--- config.mk ---
export PLATFORM = sky130hd
export DESIGN_NAME = reg_file_sb
export DESIGN_NICKNAME = d
export VERILOG_FILES = /design/src/rtl/reg_file_sb.sv
export SDC_FILE = /design/constraint.sdc
export NUM_CORES = 2
export LEC_CHECK = 0
export CELL_PAD_IN_SITES_DETAIL_PLACEMENT = 1
export CELL_PAD_IN_SITES_GLOBAL_PLACEMENT = 1
export CORE_MARGIN = 3
export CORE_UTILIZATION = 25
export DETAILED_ROUTE_END_ITERATION = 8
export PLACE_DENSITY = 0.5
export SYNTH_ARGS = -nofsm -noshare
export SYNTH_HDL_FRONTEND = slang
export SYNTH_SLANG_ARGS = --single-unit
--- constraint.sdc ---
create_clock -name CLOCK_50 -period 26 [get_ports CLOCK_50]
set_input_delay 3.9 -clock CLOCK_50 [delete_from_list [all_inputs] [get_ports CLOCK_50]]
set_output_delay 3.9 -clock CLOCK_50 [all_outputs]
set_load 0.005 [all_outputs]
--- src/rtl/reg_file_sb.sv ---
// reg_file_sb: register file with dedicated PC register and write-back busy scoreboard.
// Define REGFILE_ZERO_R0_EN to hard-wire R0 to zero and exclude it from the scoreboard.
module reg_file_sb #(
    parameter int DATA_W   = 32,
    parameter int NUM_REGS = 16,
    parameter int ADDR_W   = $clog2(NUM_REGS),
    parameter int PC_IDX   = NUM_REGS - 1,
    parameter int PC_W     = 5
) (
    input  logic                CLOCK_50,
    input  logic                RESET,
    input  logic [ADDR_W-1:0]   IR_ARn,
    input  logic [ADDR_W-1:0]   IR_ARs,
    input  logic [ADDR_W-1:0]   IR_ARm,
    input  logic [ADDR_W-1:0]   mux_ARd_or_15,
    input  logic                CNTRL_write_en_ARd,
    input  logic [DATA_W-1:0]   mux_ALU_result_or_DMEM_data,
    input  logic [PC_W-1:0]     PC_next,
    input  logic                CNTRL_pc_en,
    input  logic                CNTRL_issue_en,
    input  logic [ADDR_W-1:0]   IR_ARd_issue,
    output logic [DATA_W-1:0]   Rn,
    output logic [DATA_W-1:0]   Rs,
    output logic [DATA_W-1:0]   Rm,
    output logic [DATA_W-1:0]   Rd,
    output logic [PC_W-1:0]     PC_out,
    output logic [NUM_REGS-1:0] busy_mask,
    output logic                hazard_stall,
    output logic                issue_ready
);
`ifdef REGFILE_ZERO_R0_EN
    localparam bit ZERO_R0 = 1'b1;
`else
    localparam bit ZERO_R0 = 1'b0;
`endif
    localparam logic [ADDR_W-1:0] PC_A = ADDR_W'(PC_IDX);

    logic [DATA_W-1:0]   mem_q [NUM_REGS];
    logic [DATA_W-1:0]   mem_d [NUM_REGS];
    logic [NUM_REGS-1:0] busy_d;
    logic                issue_accept;
    logic                issue_marks;

    assign hazard_stall = busy_mask[IR_ARn] | busy_mask[IR_ARs] | busy_mask[IR_ARm];
    assign issue_ready  = !hazard_stall && !busy_mask[IR_ARd_issue];
    assign issue_accept = CNTRL_issue_en && issue_ready;
    assign issue_marks  = issue_accept && IR_ARd_issue != PC_A
                          && !(ZERO_R0 && IR_ARd_issue == '0);

    // Write-back is applied after the PC update so it wins on PC_IDX; reads see mem_d.
    always_comb begin
        mem_d = mem_q;
        if (CNTRL_pc_en) mem_d[PC_IDX] = {{(DATA_W-PC_W){1'b0}}, PC_next};
        if (CNTRL_write_en_ARd) mem_d[mux_ARd_or_15] = mux_ALU_result_or_DMEM_data;
        if (ZERO_R0) mem_d[0] = '0;
    end

    // Set after clear: an issue in the same cycle as a write-back starts a new pending write.
    always_comb begin
        busy_d = busy_mask;
        if (CNTRL_write_en_ARd) busy_d[mux_ARd_or_15] = 1'b0;
        if (issue_marks) busy_d[IR_ARd_issue] = 1'b1;
    end

    always_ff @(posedge CLOCK_50 or posedge RESET) begin
        if (RESET) begin
            for (int i = 0; i < NUM_REGS; i++) mem_q[i] <= '0;
            busy_mask <= '0;
            Rn        <= '0;
            Rs        <= '0;
            Rm        <= '0;
            Rd        <= '0;
            PC_out    <= '0;
        end else begin
            mem_q     <= mem_d;
            busy_mask <= busy_d;
            Rn        <= mem_d[IR_ARn];
            Rs        <= mem_d[IR_ARs];
            Rm        <= mem_d[IR_ARm];
            Rd        <= mem_d[mux_ARd_or_15];
            PC_out    <= mem_d[PC_IDX][PC_W-1:0];
        end
    end
endmodule

After elaboration in Yosys (flattened, before gate mapping) --
Cells that the tools add are included. W data, S select, Z words.
Storage, ports and cells: memory bits (writable) 0, memories kept 0, logic and storage cells 83, output and inout port bits 151, register bits 661, latch bits 0, memory bits (read-only) 0
Cells by class: bitwise logic cells 9, shifts and indexed selects 0, $add $sub $neg 0, divide/modulo/power cells 0, mux-type cells 31, multipliers 0, order comparisons 12, equality and inequality tests 1, reduce and logical (&&, ||, !) cells 8
Operators by type and width (number):
- $bmux W32 S4 | 4
- $bwmux W512 | 1
- $mux W512 | 1
- $mux W32 | 10
- $demux W32 S4 | 1
- $mux W16 | 2
- $lt A4 B5 Y1 const B | 5
- $ge A5 B5 Y1 const B | 4
- $not A4 Y5 | 4
- $and A16 B16 Y16 | 1
- $bmux W1 S4 | 4
- $not A16 Y16 | 1
- $or A16 B16 Y16 | 1
- $demux W1 S4 | 2
- $ge A4 B1 Y1 const B | 2
- $logic_and A1 B1 Y1 | 6
- $mux W1 | 6
- $lt A5 B1 Y1 const B | 1
- $ne A4 B4 Y1 const B | 1
- $logic_not A1 Y1 | 2
- $or A1 B1 Y1 | 2

Logic depth before layout (Yosys ltp) --
depth after elaboration 10, depth in mapped cells 10

Worst setup path before layout --
No wires, ideal clock.
kind input to output, from in IR_ARm[1], to out issue_ready, arrival time 5627 ps, slack 16473 ps, data required time 22100 ps, path buffers 3, stages on the path 8, cells stage by stage buf_2 mux4_2 mux4_2 inv_1 o211a_1 buf_4 buf_6 and3_1
On the way: cells in the longest elaborated chain, start to end 5
Ends and longest elaborated chain:
- from (decl) | RTL line 14 | input logic [ADDR_W-1:0] IR_ARm,
- $bmux W1 S4 | RTL line 44 | assign hazard_stall = busy_mask[IR_ARn] | busy_mask[IR_ARs] | busy_mask[IR_ARm];
- $mux W1 (implied by the code) | RTL line 44
- $or A1 B1 Y1 | RTL line 44
- $logic_not A1 Y1 | RTL line 45 | assign issue_ready = !hazard_stall && !busy_mask[IR_ARd_issue];
- $logic_and A1 B1 Y1 | RTL line 45
- to (decl) | RTL line 29 | output logic issue_ready
Every way passes these cells. The select of a mux whose other input is x is not followed.

Worst setup path after layout --
from in IR_ARm[2], to out issue_ready
The elaborated chain is that of the path after synthesis.

==> metrics.txt <==
Die H=441 um; clock latency on the worst-skew pair=0.74 ns; post-place setup slack=15.06 ns; largest net degree at the start of global routing=129; CP Data Arrival Time=7.07 ns; WL met3=32.0 mm; CP cell instances=clkdlybuf4s50_1 -> mux4_2 -> mux4_2 -> inv_1 -> o211a_1 -> and3_1 -> clkdlybuf4s50_1; clock sink total=656; final net count=5097; CP Class=input port to output port; post-CTS setup buffer count=0; total CTS buffers=88; Seq pwr share=0.381; Top Metal Used=met5; synthesized instance count=5416; first-pass GRT wire length=430 mm; Pwr Density=72.3 mW/mm^2; gpl congestion=0.867; NetSw=1.49 mW; fin. max-slew vios=0; post_cts resized=0; EDFF count, synth=0; critical path capture point=issue_ready; Slowest cell on crit path=clkdlybuf4s50_1; metal2 WL=131 mm; Via density=6.95; relative slew slack=0.0958; startpoint types=input port; final setup fails=0; H-tree depth=3; CTS clk-pin slew, worst paths=0.06 ns; switch share=0.380; DP Area=0.0512 mm^2; core box area=0.188 mm^2; share of layout cells above drive strength 1=0.129; critical path's largest stage delay=0.75 ns; syn avg cell area=8.74 um^2; P_leak=19.9 nW; total negative setup slack=0 ns; worst path required time=22.10 ns; internal power=2.43 mW; combinational share of power=0.274; Top FF cell, synth=dfrtp_1; DRC violations left=0; actual slew at the worst max-slew pin=1.35 ns; drt first pass iters=6; die area=0.195 mm^2; Crit Reg-Reg Startpoint=mem_q[417]; Max clock buf depth=3; CTS tree=built; syn_nets=5478; clock root cell=clkbuf_16; post-synthesis cell area=0.0473 mm^2; Yosys top cell by area=dfrtp_1; reg2reg path depth=4; R2R Setup Slk=23.54 ns; Final Power=3.92 mW; Distinct cells, synth=62; Setup crit end kind=output port; final wirelength=308 mm; Clk pwr share=0.345; DP HPWL=175 mm; YS warnings=0; Seq/Total Area, Yosys=0.347; # fillers=21300; hold buffers post-CTS=0; hold_sp=mem_q[375]; Routed Antenna Nets=0; worst-path maximum fanout=17; Clock Skew=0.0424 ns; gr usage total=0.307; Worst VDD drop=0.0000483 V; via count=52800; Initial Utilization=0.252; Max Clk Rate=91.2 MHz; routed len/inst=40.5 um; Tcrit/Tclk final=0.422; most frequent cells in the layout=o21ai_0, dfrtp_1, nand2_1, a31oi_1, o221ai_1; largest cells by area after synthesis=dfrtp_1, mux4_2, o221ai_1, o21ai_0, a31oi_1; Site Rows=159; area grow syn2layout=14.7%; worst r2r dst=Rd[1]; ys async rst share=1.00; Design Area, Final=0.0543 mm^2; grt ovf=0; final worst setup slack=15.03 ns; drt initial violations=7342; commonest non-fill, non-tap cell in the layout=o21ai_0; Final min period=10.97 ns; wl on met1=126 mm; Final Hold Slack=0.562 ns; die width=441 um; vias in the first global route=52200; I/O Buffers=212; critical path startpoint=IR_ARm[2]; Synth top area share=0.347; synthesized flop and latch total=656; initial antenna violation count=17; final hold vios=0; max cap viols=0; I/O pin total=213; RSZ-0062 raised after global routing=no; status=finished, final reports clean; HP Class=flip-flop to flip-flop
-- routing by layer --
layer,GRT usage,vias to the layer above
met5,0,-
met4,0.165,8
met3,0.0780,981
met2,0.453,3894
met1,0.412,27100
li1,-,20800
-- power groups by stage --
stage	sequential [mW]	clock, mW	combinational [mW]
2_1_floorplan	1.39	0	0.632
3_3_place_gp	1.50	0	1.03
3_5_place_dp	1.50	0	1.05
4_1_cts	1.49	1.38	1.05
5_1_grt	1.52	1.41	1.14
6_report	1.49	1.35	1.08
-- through the flow --
stage / cells / util
finish: 7608 / 0.289
global route: 7601 / 0.289
CTS: 7600 / 0.289
detailed placement: 7440 / 0.272
global placement: 7440 / 0.272
floorplan: 5416 / -
-- worst min path at each step --
stage / endpoint / slack [ns] / cells after the start
6_report: mem_q[375] / 0.56 / 2
5_1_grt: mem_q[215] / 0.60 / 2
4_1_cts: mem_q[215] / 0.57 / 2
3_5_place_dp: mem_q[52] / 0.55 / 2
3_3_place_gp: mem_q[117] / 0.54 / 2
2_1_floorplan: mem_q[126] / 0.50 / 2
-- flip-flops by register name, indices dropped and copies added, names as in the netlist --
register	flops
mem_q	508
Rd	32
Rm	32
Rs	32
Rn	32
PC_out	4
busy_mask	16
-- synthesized netlist by cell type (all sizes together), types with 2 or more instances --
cell / instances
a2111oi: 14
a211o: 127
a211oi: 117
a21oi: 23
a221oi: 15
a22o: 2
a22oi: 63
a311oi: 32
a31oi: 516
a32o: 15
and2: 5
and3: 96
and3b: 3
and4: 2
and4b: 3
buf: 187
clkbuf: 651
dfrtp: 656
inv: 38
mux2: 5
mux2i: 34
mux4: 157
nand2: 532
nand2b: 11
nand3: 2
nand3b: 3
nand4b: 2
nor2: 203
nor2b: 48
nor4bb: 2
o211a: 2
o211ai: 138
o21ai: 713
o221a: 88
o221ai: 390
o22ai: 122
o2bb2ai: 2
o31a: 165
o31ai: 213
o32ai: 3
xnor2: 3
xor2: 3
-- layout make-up --
cell class                      count  area (um^2)  area share
Multi-Input combinational cell   3883        28200       0.519
Sequential cell                   656        16400       0.302
Timing Repair Buffer              367         3310      0.0611
Tap cell                         2495         3120      0.0575
Clock buffer                      114         2460      0.0453
Clock inverter                     46          627      0.0116
Inverter                           39          161     0.00297
Antenna cell                        8         20.0    0.000369
-- logic make-up (layout without fill, tap and decap cells) --
logic type	count (synthesis)	in the layout	share of synthesized area
xor+xnor	6	6	0.00127
other cells	0	8	0
mux	196	196	0.0831
simple gates	919	919	0.0842
buf+inv	877	566	0.0741
flops	656	656	0.347
compound gates	2762	2762	0.411
-- critical path, delay by kind of cell --
| kind | cells | cell delay [ns] |
|---|---|---|
| and+or+nand+nor | 1 | 0.27 |
| muxes | 2 | 1.06 |
| AOI/OAI and AO/OA | 1 | 0.49 |
| buffers and inverters | 3 | 1.34 |
Power figures use the tool's default switching activity.
